<file path="src/rtl/logleft_seq_pkg.sv">
// Shared types and sizing helpers for the sequential logical-left shifter.
package logleft_pkg;

    typedef enum logic [1:0] {
        IDLE,
        SHIFT,
        DONE
    } lls_state_t;

    // Shift-amount width able to encode 0..n+1.
    function automatic int unsigned amt_w(input int unsigned n);
        return $clog2(n + 2);
    endfunction

    // Largest meaningful shift for an (n+1)-bit word; larger amounts clamp here.
    function automatic int unsigned sat_lim(input int unsigned n);
        return n + 1;
    endfunction

    localparam int unsigned LLS_N_DEF       = 7;
    localparam int unsigned LLS_SAT_LIM_DEF = sat_lim(LLS_N_DEF);

endpackage

</file>
<file path="src/rtl/logleft_seq_if.sv">
// Job/result handshake bundle for logleft_seq; master drives jobs, slave is the shifter.
interface logleft_seq_if
    import logleft_pkg::*;
#(
    parameter int unsigned N = LLS_N_DEF
);
    localparam int unsigned AW = amt_w(N);

    logic          in_valid;
    logic          in_ready;
    logic [N:0]    a;
    logic [AW-1:0] amt;
    logic          out_valid;
    logic          out_ready;
    logic [N:0]    b;
    logic          carry_out;
    logic          busy;

    modport master (
        output in_valid, a, amt, out_ready,
        input  in_ready, out_valid, b, carry_out, busy
    );

    modport slave (
        input  in_valid, a, amt, out_ready,
        output in_ready, out_valid, b, carry_out, busy
    );

endinterface

</file>
<file path="src/rtl/logleft_seq.sv">
// Sequential logical-left shifter: one bit per clock, zero fill, last bit out on carry_out.
module logleft_seq
    import logleft_pkg::*;
#(
    parameter int unsigned N = LLS_N_DEF
) (
    input  logic         clk,
    input  logic         rst_n,
    logleft_seq_if.slave bus
);

    localparam int unsigned W       = N + 1;
    localparam int unsigned AW      = amt_w(N);
    localparam int unsigned SAT_LIM = sat_lim(N);

    lls_state_t    state_q, state_d;
    logic [W-1:0]  b_q, b_d;
    logic          co_q, co_d;
    logic [AW-1:0] cnt_q, cnt_d;
    logic          in_ready_q;
    logic          out_valid_q;
    logic          busy_q;
    logic [AW-1:0] amt_sat;

    // Clamp oversized shift requests to a full-width shift.
    always_comb begin
        amt_sat = bus.amt;
        if (32'(bus.amt) > SAT_LIM) begin
            amt_sat = AW'(SAT_LIM);
        end
    end

    always_comb begin
        state_d = state_q;
        b_d     = b_q;
        co_d    = co_q;
        cnt_d   = cnt_q;
        unique case (state_q)
            IDLE: begin
                if (bus.in_valid) begin
                    b_d     = bus.a;
                    co_d    = 1'b0;
                    cnt_d   = amt_sat;
                    state_d = (amt_sat != '0) ? SHIFT : DONE;
                end
            end
            SHIFT: begin
                b_d   = {b_q[W-2:0], 1'b0};
                co_d  = b_q[W-1];
                cnt_d = cnt_q - AW'(1);
                if (cnt_q == AW'(1)) begin
                    state_d = DONE;
                end
            end
            DONE: begin
                if (bus.out_ready) begin
                    state_d = IDLE;
                end
            end
            default: begin
                state_d = IDLE;
            end
        endcase
    end

    // Handshake flags are registered from the next state so they track state_q exactly.
    always_ff @(posedge clk) begin
        if (!rst_n) begin
            state_q     <= IDLE;
            b_q         <= '0;
            co_q        <= 1'b0;
            cnt_q       <= '0;
            in_ready_q  <= 1'b1;
            out_valid_q <= 1'b0;
            busy_q      <= 1'b0;
        end else begin
            state_q     <= state_d;
            b_q         <= b_d;
            co_q        <= co_d;
            cnt_q       <= cnt_d;
            in_ready_q  <= (state_d == IDLE);
            out_valid_q <= (state_d == DONE);
            busy_q      <= (state_d != IDLE);
        end
    end

    assign bus.in_ready  = in_ready_q;
    assign bus.out_valid = out_valid_q;
    assign bus.b         = b_q;
    assign bus.carry_out = co_q;
    assign bus.busy      = busy_q;

endmodule
</file>
<file path="src/flat_wrapper.sv">
// flat-port wrapper written by rule: the top's interface ports become plain ports
module logleft_seq_flat import logleft_pkg::*;
#(
    parameter int unsigned N = LLS_N_DEF
)
  (clk, rst_n, bus_in_valid, bus_a, bus_amt, bus_out_ready, bus_in_ready, bus_out_valid, bus_b, bus_carry_out, bus_busy);
  logleft_seq_if #(.N(N)) bus_i ();
  input  logic clk;
  input  logic rst_n;
  input wire logic [$bits(bus_i.in_valid)-1:0] bus_in_valid;
  input wire logic [$bits(bus_i.a)-1:0] bus_a;
  input wire logic [$bits(bus_i.amt)-1:0] bus_amt;
  input wire logic [$bits(bus_i.out_ready)-1:0] bus_out_ready;
  output wire logic [$bits(bus_i.in_ready)-1:0] bus_in_ready;
  output wire logic [$bits(bus_i.out_valid)-1:0] bus_out_valid;
  output wire logic [$bits(bus_i.b)-1:0] bus_b;
  output wire logic [$bits(bus_i.carry_out)-1:0] bus_carry_out;
  output wire logic [$bits(bus_i.busy)-1:0] bus_busy;
  assign bus_i.in_valid = bus_in_valid;
  assign bus_i.a = bus_a;
  assign bus_i.amt = bus_amt;
  assign bus_i.out_ready = bus_out_ready;
  assign bus_in_ready = bus_i.in_ready;
  assign bus_out_valid = bus_i.out_valid;
  assign bus_b = bus_i.b;
  assign bus_carry_out = bus_i.carry_out;
  assign bus_busy = bus_i.busy;
  logleft_seq #(.N(N)) u_core (.clk(clk), .rst_n(rst_n), .bus(bus_i));
endmodule
</file>
<file path="config.mk">
export PLATFORM = sky130hd
export DESIGN_NAME = logleft_seq_flat
export DESIGN_NICKNAME = d
export VERILOG_FILES = /design/src/rtl/logleft_seq_pkg.sv /design/src/rtl/logleft_seq_if.sv /design/src/rtl/logleft_seq.sv /design/src/flat_wrapper.sv
export SDC_FILE = /design/constraint.sdc
export NUM_CORES = 1
export LEC_CHECK = 0
export ABC_AREA = 0
export CAP_MARGIN = 10
export CELL_PAD_IN_SITES_DETAIL_PLACEMENT = 1
export CELL_PAD_IN_SITES_GLOBAL_PLACEMENT = 2
export CORE_AREA = 2 2 60 62
export DETAILED_ROUTE_END_ITERATION = 10
export DIE_AREA = 0 0 62 64
export PLACE_DENSITY_LB_ADDON = 0.1
export SYNTH_ARGS = -nofsm -noshare
export SYNTH_HDL_FRONTEND = slang
export SYNTH_SLANG_ARGS = --single-unit
</file>
<file path="constraint.sdc">
create_clock -name clk -period 2.5 [get_ports clk]
set_input_delay 0.625 -clock clk [delete_from_list [all_inputs] [get_ports clk]]
set_output_delay 0.625 -clock clk [all_outputs]
set_load 0.01 [all_outputs]
</file>
## Word-level counts from Yosys, hierarchy flattened

Cells that the tools add are included.

| cells by class | value |
|---|---|
| add/subtract/negate cells | 1 |
| equal/unequal tests | 5 |
| reduce and logical (&&, ||, !) cells | 6 |
| magnitude comparators | 1 |
| muxes and demuxes | 12 |

Operators with widths:

| kind | count |
|---|---|
| $pmux 8 s2 | 1 |
| $mux 2 | 4 |
| $mux 4 | 2 |
| $mux 8 | 1 |
| $pmux 4 s2 | 1 |
| $pmux 2 s3 | 1 |
| $eq 2x2->1 const B | 2 |
| $eq 4x1->1 const B | 1 |
| $gt 4x4->1 const B | 1 |
| $logic_not 2->1 | 2 |
| $reduce_bool 2->1 | 2 |
| $reduce_bool 4->1 | 1 |
| $sub 4x1->4 const B | 1 |
| $eq 2x1->1 const B | 1 |
| $ne 2x2->1 const B | 1 |
| $pmux 1 s2 | 1 |
| $reduce_and 2->1 | 1 |
| $mux 1 | 1 |

| storage, ports and cells | value |
|---|---|
| bits in registers | 18 |
| logic and storage cells | 32 |
| output and inout port bits | 12 |
| input bits | 16 |

## Depth between registers and ports, before layout

Gate-level depths: netlist (run 1).

| logic depth | value |
|---|---|
| depth in word-level cells | 7 |
| mapped depth | 5 |

## Worst setup path before layout (run 1)

No wires, ideal clock.

| path | value |
|---|---|
| path kind | input -> register |
| from | input port bus_amt[0] |
| to | register u_core.state_q[0] |
| arrival time | 1530 ps |
| stages | 3 |
| setup slack | 855 ps |
| buffers on the path | 0 |
| path through | or4_4 a22o_2 and3_1 |

| between the ends | value |
|---|---|
| longest elaborated chain between the ends | 6 |

RTL lines:

| element | line | source |
|---|---|---|
| start: declaration | flat_wrapper.sv:12 | `input wire logic [$bits(bus_i.amt)-1:0] bus_amt;` |
| $gt 4x4->1 | logleft_seq.sv:28 | `if (32'(bus.amt) > SAT_LIM) begin` |
| $mux 4 (*) | logleft_seq.sv:28 |  |
| $reduce_bool 4->1 (*) | logleft_seq.sv:44 | `state_d = (amt_sat != '0) ? SHIFT : DONE;` |
| $mux 2 (*) | logleft_seq.sv:44 |  |
| $mux 2 (*) | logleft_seq.sv:40 | `if (bus.in_valid) begin` |
| $pmux 2 s3 (*) | logleft_seq.sv:38 | `unique case (state_q)` |
| end signal: assignment | logleft_seq.sv:77 | `state_q <= state_d;` |
| end: declaration | logleft_seq.sv:16 | `lls_state_t state_q, state_d;` |

Every way passes the cells marked *; elsewhere a longest branch is shown, timed or not.
A chain may end at the register's enable or synchronous reset.

## Worst setup path in the final report (run 1)

| path | value |
|---|---|
| from | register u_core.b_q[2], in the netlist u_core.bus.b[2] |
| to | output port bus_b[2] |

RTL lines:

| element | line | source |
|---|---|---|
| start: declaration | logleft_seq.sv:17 | `logic [W-1:0] b_q, b_d;` |
| start signal: assignment | logleft_seq.sv:70 | `b_q <= '0;` |
| start signal: assignment | logleft_seq.sv:78 | `b_q <= b_d;` |
| end: declaration | flat_wrapper.sv:16 | `output wire logic [$bits(bus_i.b)-1:0] bus_b;` |

No word-level cell between the ends.

==> flow_metrics.tcl, run 1 <==
set metrics [dict create \
    outcome "finished, final reports clean" \
    cts_hold_buffers 0 \
    p_int_uw 514 \
    synth_ff_type "dfxtp_1" \
    cp-startpoint "u_core.bus.b[2]" \
    synthArstFlopShare 0 \
    crit_slowest_cell "clkdlybuf4s50_1" \
    crit_chain "clkdlybuf4s50_1" \
    netlist_area_um2 882 \
    synth_most_common_cell "dfxtp_1" \
    yosys.area.top_type_share 0.409 \
    grt_pass1_vias 769 \
    cap_viol_max_count 0 \
    fin_area_mm2 0.00123 \
    worstHoldPathType "reg2reg" \
    io_pins 28 \
    synth_top_family_by_area "compound AO/OA/AOI/OAI gates" \
    num_antenna_cells 0 \
    layout-drive-gt1-share 0.115 \
    ys_types 36 \
    cts_buffers 3 \
    row_count 21 \
    drv_slew 0 \
    worstPathArrival_ns 1.22 \
    r2r-start "u_core.cnt_q[0]" \
    synth.top_cells.by_count "dfxtp_1 (18), a21oi_1 (9), o21ai_0 (9)" \
    slowest_delay_ns 0.55 \
    area_delta_synth_final_pct 39.9 \
    grt_overflow 0 \
    cts.sinks 18 \
    synth_compound_area_frac 0.279 \
    drcViolationCount 0 \
    grt_max_degree 19 \
    cp-start-kind "register" \
    synth-xor-area-share 0 \
    via_per_inst 4.86 \
    path_clk_slew_ns 0.11 \
    cts-resized-gates 0 \
    cts-root-buf "clkbuf_4" \
    ff2ff_setup_slack_ns 0.88 \
    start_util 0.269 \
    sw_frac_of_total 0.288 \
    finalSetupTns_ns 0 \
    reg2reg_depth 4 \
    finalCritPeriodShare 0.739 \
    worst_pin_slew_ns 0.543 \
    setup_viol_count_final 0 \
    ir_worst_vdd_uv 189 \
    wl_per_cell_um 13.7 \
    grt_first_pass_wirelength_um 3820 \
    required_ns 1.88 \
    numPortBuffers 27 \
    fp.dieW_um 62 \
    p_switching_uw 208 \
    clock_latency_ns 0.29 \
    die-area_mm2 0.00397 \
    crit_buf_inv 1 \
    post_cts_buffers 0 \
    maxSlewHeadroom 0.638 \
    synth_nets 113 \
    synth_edf_count 0 \
    yosysTopAreaCell "dfxtp_1" \
    yosysWarnings 0 \
    combPwrFrac 0.265 \
    die_y_um 64 \
    ant_nets 0 \
    yosysSeqAreaShare 0.409 \
    place_area_mm2 0.00120 \
    crit_family "buffers and inverters" \
    antenna_found_initial 0 \
    synth-simple-area-share 0.174 \
    synthTopCellsByArea "dfxtp_1 (41%), mux2i_1 (5.7%), a21oi_1 (5.1%), o21ai_0 (5.1%), o21a_1 (3.4%)" \
    setup_slack_ns 0.652 \
    critPathCaptureType "output pin" \
    cp.depth 1 \
    cts_tree "done" \
    clockBufferDepth 2 \
    hpwlAfterDp_um 1700 \
    pwr-share-seq 0.477 \
    power.density_mw_per_mm2 585 \
    finalWirelength_um 2310 \
    grtUsageTotal 0.130 \
    nets 141 \
    skew_ns 0.00148 \
    vias 817 \
    rsz0062_at_grt "false" \
    r2r_end "u_core.state_q[0]" \
    place_ws_ns 0.338 \
    avgSynthCellArea_um2 9.29 \
    crit_fanout 3 \
    yosys.area_share.adder 0.0284 \
    synthMuxAreaShare 0.0567 \
    cp-endpoint "bus_b[2]" \
    gp_congestion 0.731 \
    period_needed_ns 1.85 \
    drtPass1Iterations 3 \
    htreeDepth 1 \
    core_area_mm2 0.00328 \
    p_clk_frac 0.258 \
    hold_viol 0 \
    ys_ff_latch 18 \
    initialDrtViolationCount 25 \
    fmax_mhz 541 \
    path_class "reg2out" \
    power.leakage_nw 0.478 \
    syn_inst 95 \
]
[stage by stage]
stage | std cells | power [mW] | util | hold WS, ns
floorplan | 95 | 0.456 | - | 0.476
global placement | 164 | 0.543 | 0.365 | 0.448
detailed placement | 164 | 0.546 | 0.365 | 0.466
CTS | 168 | 0.737 | 0.376 | 0.483
global route | 168 | 0.771 | 0.376 | 0.508
finish | 168 | 0.722 | 0.376 | 0.476
[layout make-up]
type	count	area, µm²
fill	398	2050
multi-input combinational	66	475
sequential	18	360
timing repair buffer	29	285
tap	46	57.6
clock buffer	4	36.3
inverter	5	18.8
[worst min-delay path by stage]
stage	start	to	slack, ns	cells past startpoint
final	u_core.bus.carry_out	u_core.bus.carry_out	0.48	2
after global routing	u_core.bus.carry_out	u_core.bus.carry_out	0.51	2
after CTS	u_core.bus.carry_out	u_core.bus.carry_out	0.48	2
after detailed placement	u_core.bus.carry_out	u_core.bus.carry_out	0.47	2
after global placement	u_core.bus.carry_out	u_core.bus.carry_out	0.45	2
after floorplan	u_core.cnt_q[2]	u_core.cnt_q[2]	0.48	2
[cell usage in the layout (no fill, tap or decap), drive strengths merged]
cell type      netlist  layout
a21boi               1       1
a21o                 1       1
a21oi                9       9
a22o                 2       2
a22oi                1       1
a31oi                2       2
and3                 1       1
and3b                1       1
buf                  4       2
clkbuf               2       4
clkdlybuf4s50        0      27
dfxtp               18      18
ha                   2       2
inv                  5       5
mux2i                5       5
nand2                3       3
nand2b               3       3
nand3                2       2
nor2                 1       1
nor2b                2       2
nor3                 1       1
nor3b                1       1
nor4b                1       1
nor4bb               1       1
o21a                 4       4
o21ai                9       9
o21ba                1       1
o21bai               1       1
o22ai                3       3
o311ai               1       1
o31a                 2       2
o31ai                1       1
or2b                 1       1
or3b                 1       1
or4                  2       2
[registers in the layout, summed over array words and instances, names as in the netlist]
name                  cells
u_core.cnt_q              4
u_core.state_q            2
u_core.bus.carry_out      1
u_core.bus.in_ready       1
u_core.bus.busy           1
u_core.bus.out_valid      1
u_core.bus.b              8
[worst register-to-register path, delay by kind of cell, from the launching register on]
family                     cells  cell delay, ns
DFF                            1            0.45
AOI/OAI and AO/OA              1            0.27
and+or+nand+nor                2            0.64
adders and majority gates      1            0.17
[logic make-up (layout without fill, tap and decap cells)]
group / count (synthesis) / in the layout
AND/OR/NAND/NOR: 21 / 21
adder cells (fa/ha/maj): 2 / 2
buffers and inverters: 11 / 38
multiplexers: 5 / 5
AO/OA/AOI/OAI: 38 / 38
flip-flops: 18 / 18
[metal layers]
metal	wire, µm	up-vias	GRT usage
met2	1050	18	0.189
met1	1110	393	0.180
met3	109	4	0.0283
met5	0	-	0
met4	35	0	0.0559
li1	-	402	-
[power groups by stage]
stage	Sequential, mW	Combinational [mW]	Clock [mW]
after floorplan	0.352	0.104	0
after global placement	0.351	0.192	0
after detailed placement	0.352	0.195	0
after CTS	0.345	0.196	0.196
after global routing	0.351	0.214	0.206
final	0.344	0.192	0.186
Power figures use the tool's default switching activity.
==> run 2, diff against run 1 <==
Settings changed: CORE_AREA 2 2 60 62 to 2 2 62 64, DIE_AREA 0 0 62 64 to 0 0 64 66.
Clock period 2.5 ns to 1.7 ns, I/O delays scaled along.
==> flow_metrics.tcl, run 2 (synthesized netlist as in run 1, its figures left out) <==
set metrics [dict create \
    via_per_inst 4.69 \
    grtUsageTotal 0.128 \
    cts_tree "done" \
    cp-start-kind "register" \
    worstPathArrival_ns 1.22 \
    hpwlAfterDp_um 1860 \
    rsz0062_at_grt "false" \
    multi_input_area_um2 475 \
    power_mw 1.10 \
    finalWirelength_um 2510 \
    grt_overflow 0 \
    setup_slack_ns 0.0534 \
    required_ns 1.27 \
    layout-drive-gt1-share 0.177 \
    numPortBuffers 27 \
    maxSlewHeadroom 0.778 \
    antenna_found_initial 0 \
    worst_pin_slew_ns 0.333 \
    core_area_mm2 0.00355 \
    area_delta_synth_final_pct 48.2 \
    cts.sinks 18 \
    initialDrtViolationCount 24 \
    die-area_mm2 0.00422 \
    drcViolationCount 0 \
    crit_slowest_cell "clkdlybuf4s50_1" \
    worstHoldPathType "reg2reg" \
    ir_worst_vdd_uv 245 \
    cts_buffers 3 \
    grt_max_degree 19 \
    drv_slew 0 \
    io_pins 28 \
    row_count 22 \
    start_util 0.248 \
    crit_fanout 3 \
    wl_per_cell_um 14.1 \
    place_ws_ns -0.260 \
    skew_ns 0.00929 \
    cts-root-buf "clkbuf_4" \
    cap_viol_max_count 0 \
    critPathCaptureType "output pin" \
    grt_pass1_vias 875 \
    htreeDepth 1 \
    crit_chain "clkdlybuf4s50_1" \
    stdcell_count 178 \
    hold_viol 0 \
    path_class "reg2out" \
    n_fill_cell 429 \
    fmax_mhz 607 \
    grt_first_pass_wirelength_um 4180 \
    drtPass1Iterations 3 \
    place_area_mm2 0.00126 \
    fp.dieW_um 64 \
    finalCritPeriodShare 0.969 \
    final_common_cell "clkdlybuf4s50_1" \
    slowest_delay_ns 0.54 \
    nets 149 \
    clockBufferDepth 2 \
    regArea_um2 362 \
    ant_nets 0 \
    setup_viol_count_final 0 \
    mostFrequentLayoutCells "clkdlybuf4s50_1 (23), dfxtp_1 (17), buf_4 (10)" \
    die_y_um 66 \
    clock_latency_ns 0.31 \
    place_inst 174 \
    outcome "finished, final reports clean" \
    crit_buf_inv 1 \
    crit_family "buffers and inverters" \
    path_clk_slew_ns 0.11 \
    period_needed_ns 1.65 \
    gp_congestion 0.727 \
    post_cts_buffers 0 \
    fin_area_mm2 0.00131 \
    num_antenna_cells 0 \
    power.leakage_nw 0.575 \
    vias 835 \
    power.density_mw_per_mm2 841 \
    largest_reg_flops 8 \
]
[run 2: metrics by stage]
stage,TNS [ns],hold WS (ns),util
after floorplan,0,0.476,-
after global placement,-0.779,0.452,0.355
after detailed placement,-0.884,0.460,0.355
after CTS,0,0.477,0.365
after global routing,0,0.502,0.368
final,0,0.471,0.368
[run 2: area by class of cell]
| type | instances | area share |
|---|---|---|
| clock buffer | 4 | 0.0278 |
| inverter | 5 | 0.0144 |
| multi-input combinational | 66 | 0.364 |
| sequential | 18 | 0.277 |
| tap | 48 | 0.0459 |
| timing repair buffer | 37 | 0.272 |
[run 2: per-layer routing]
metal / vias up / global-route usage / share of wire
met5: - / 0 / 0
met4: 0 / 0.0408 / 0.015
met3: 5 / 0.0307 / 0.042
met2: 20 / 0.212 / 0.46
met1: 390 / 0.163 / 0.48
li1: 420 / - / -
[run 2: power by group]
part / internal (mW) / switching [mW] / total (mW)
sequential: 0.466 / 0.0377 / 0.504
clock: 0.131 / 0.157 / 0.288
combinational: 0.174 / 0.133 / 0.307
total: 0.772 / 0.328 / 1.10
[run 2: worst paths after layout]
kind | from | to | slack, ns | cells past startpoint
setup reg to reg | u_core.cnt_q[1] | u_core.state_q[0] | 0.14 | 5
hold / removal | u_core.bus.carry_out | u_core.bus.carry_out | 0.47 | 2
hold reg to reg | u_core.bus.carry_out | u_core.bus.carry_out | 0.47 | 2
setup / recovery | u_core.bus.b[1] | bus_b[1] | 0.05 | 1
[run 2: repair_timing]
action / CTS / global route
gates resized for setup: 0 / 5
setup endpoints to repair: 0 / 6
hold buffers: 0 / 0
[run 2: tightest hold or removal path, cell delays in order (launching register included)]
cell	delay (ns)
dfxtp_1	0.33
nand2_1	0.05
a21boi_0	0.06
==> run 3, diff against run 2 <==
Settings changed: CAP_MARGIN 10 to unset.
==> results of run 3 <==
No change in the layout: final DEF, timing and power equal those of run 2.
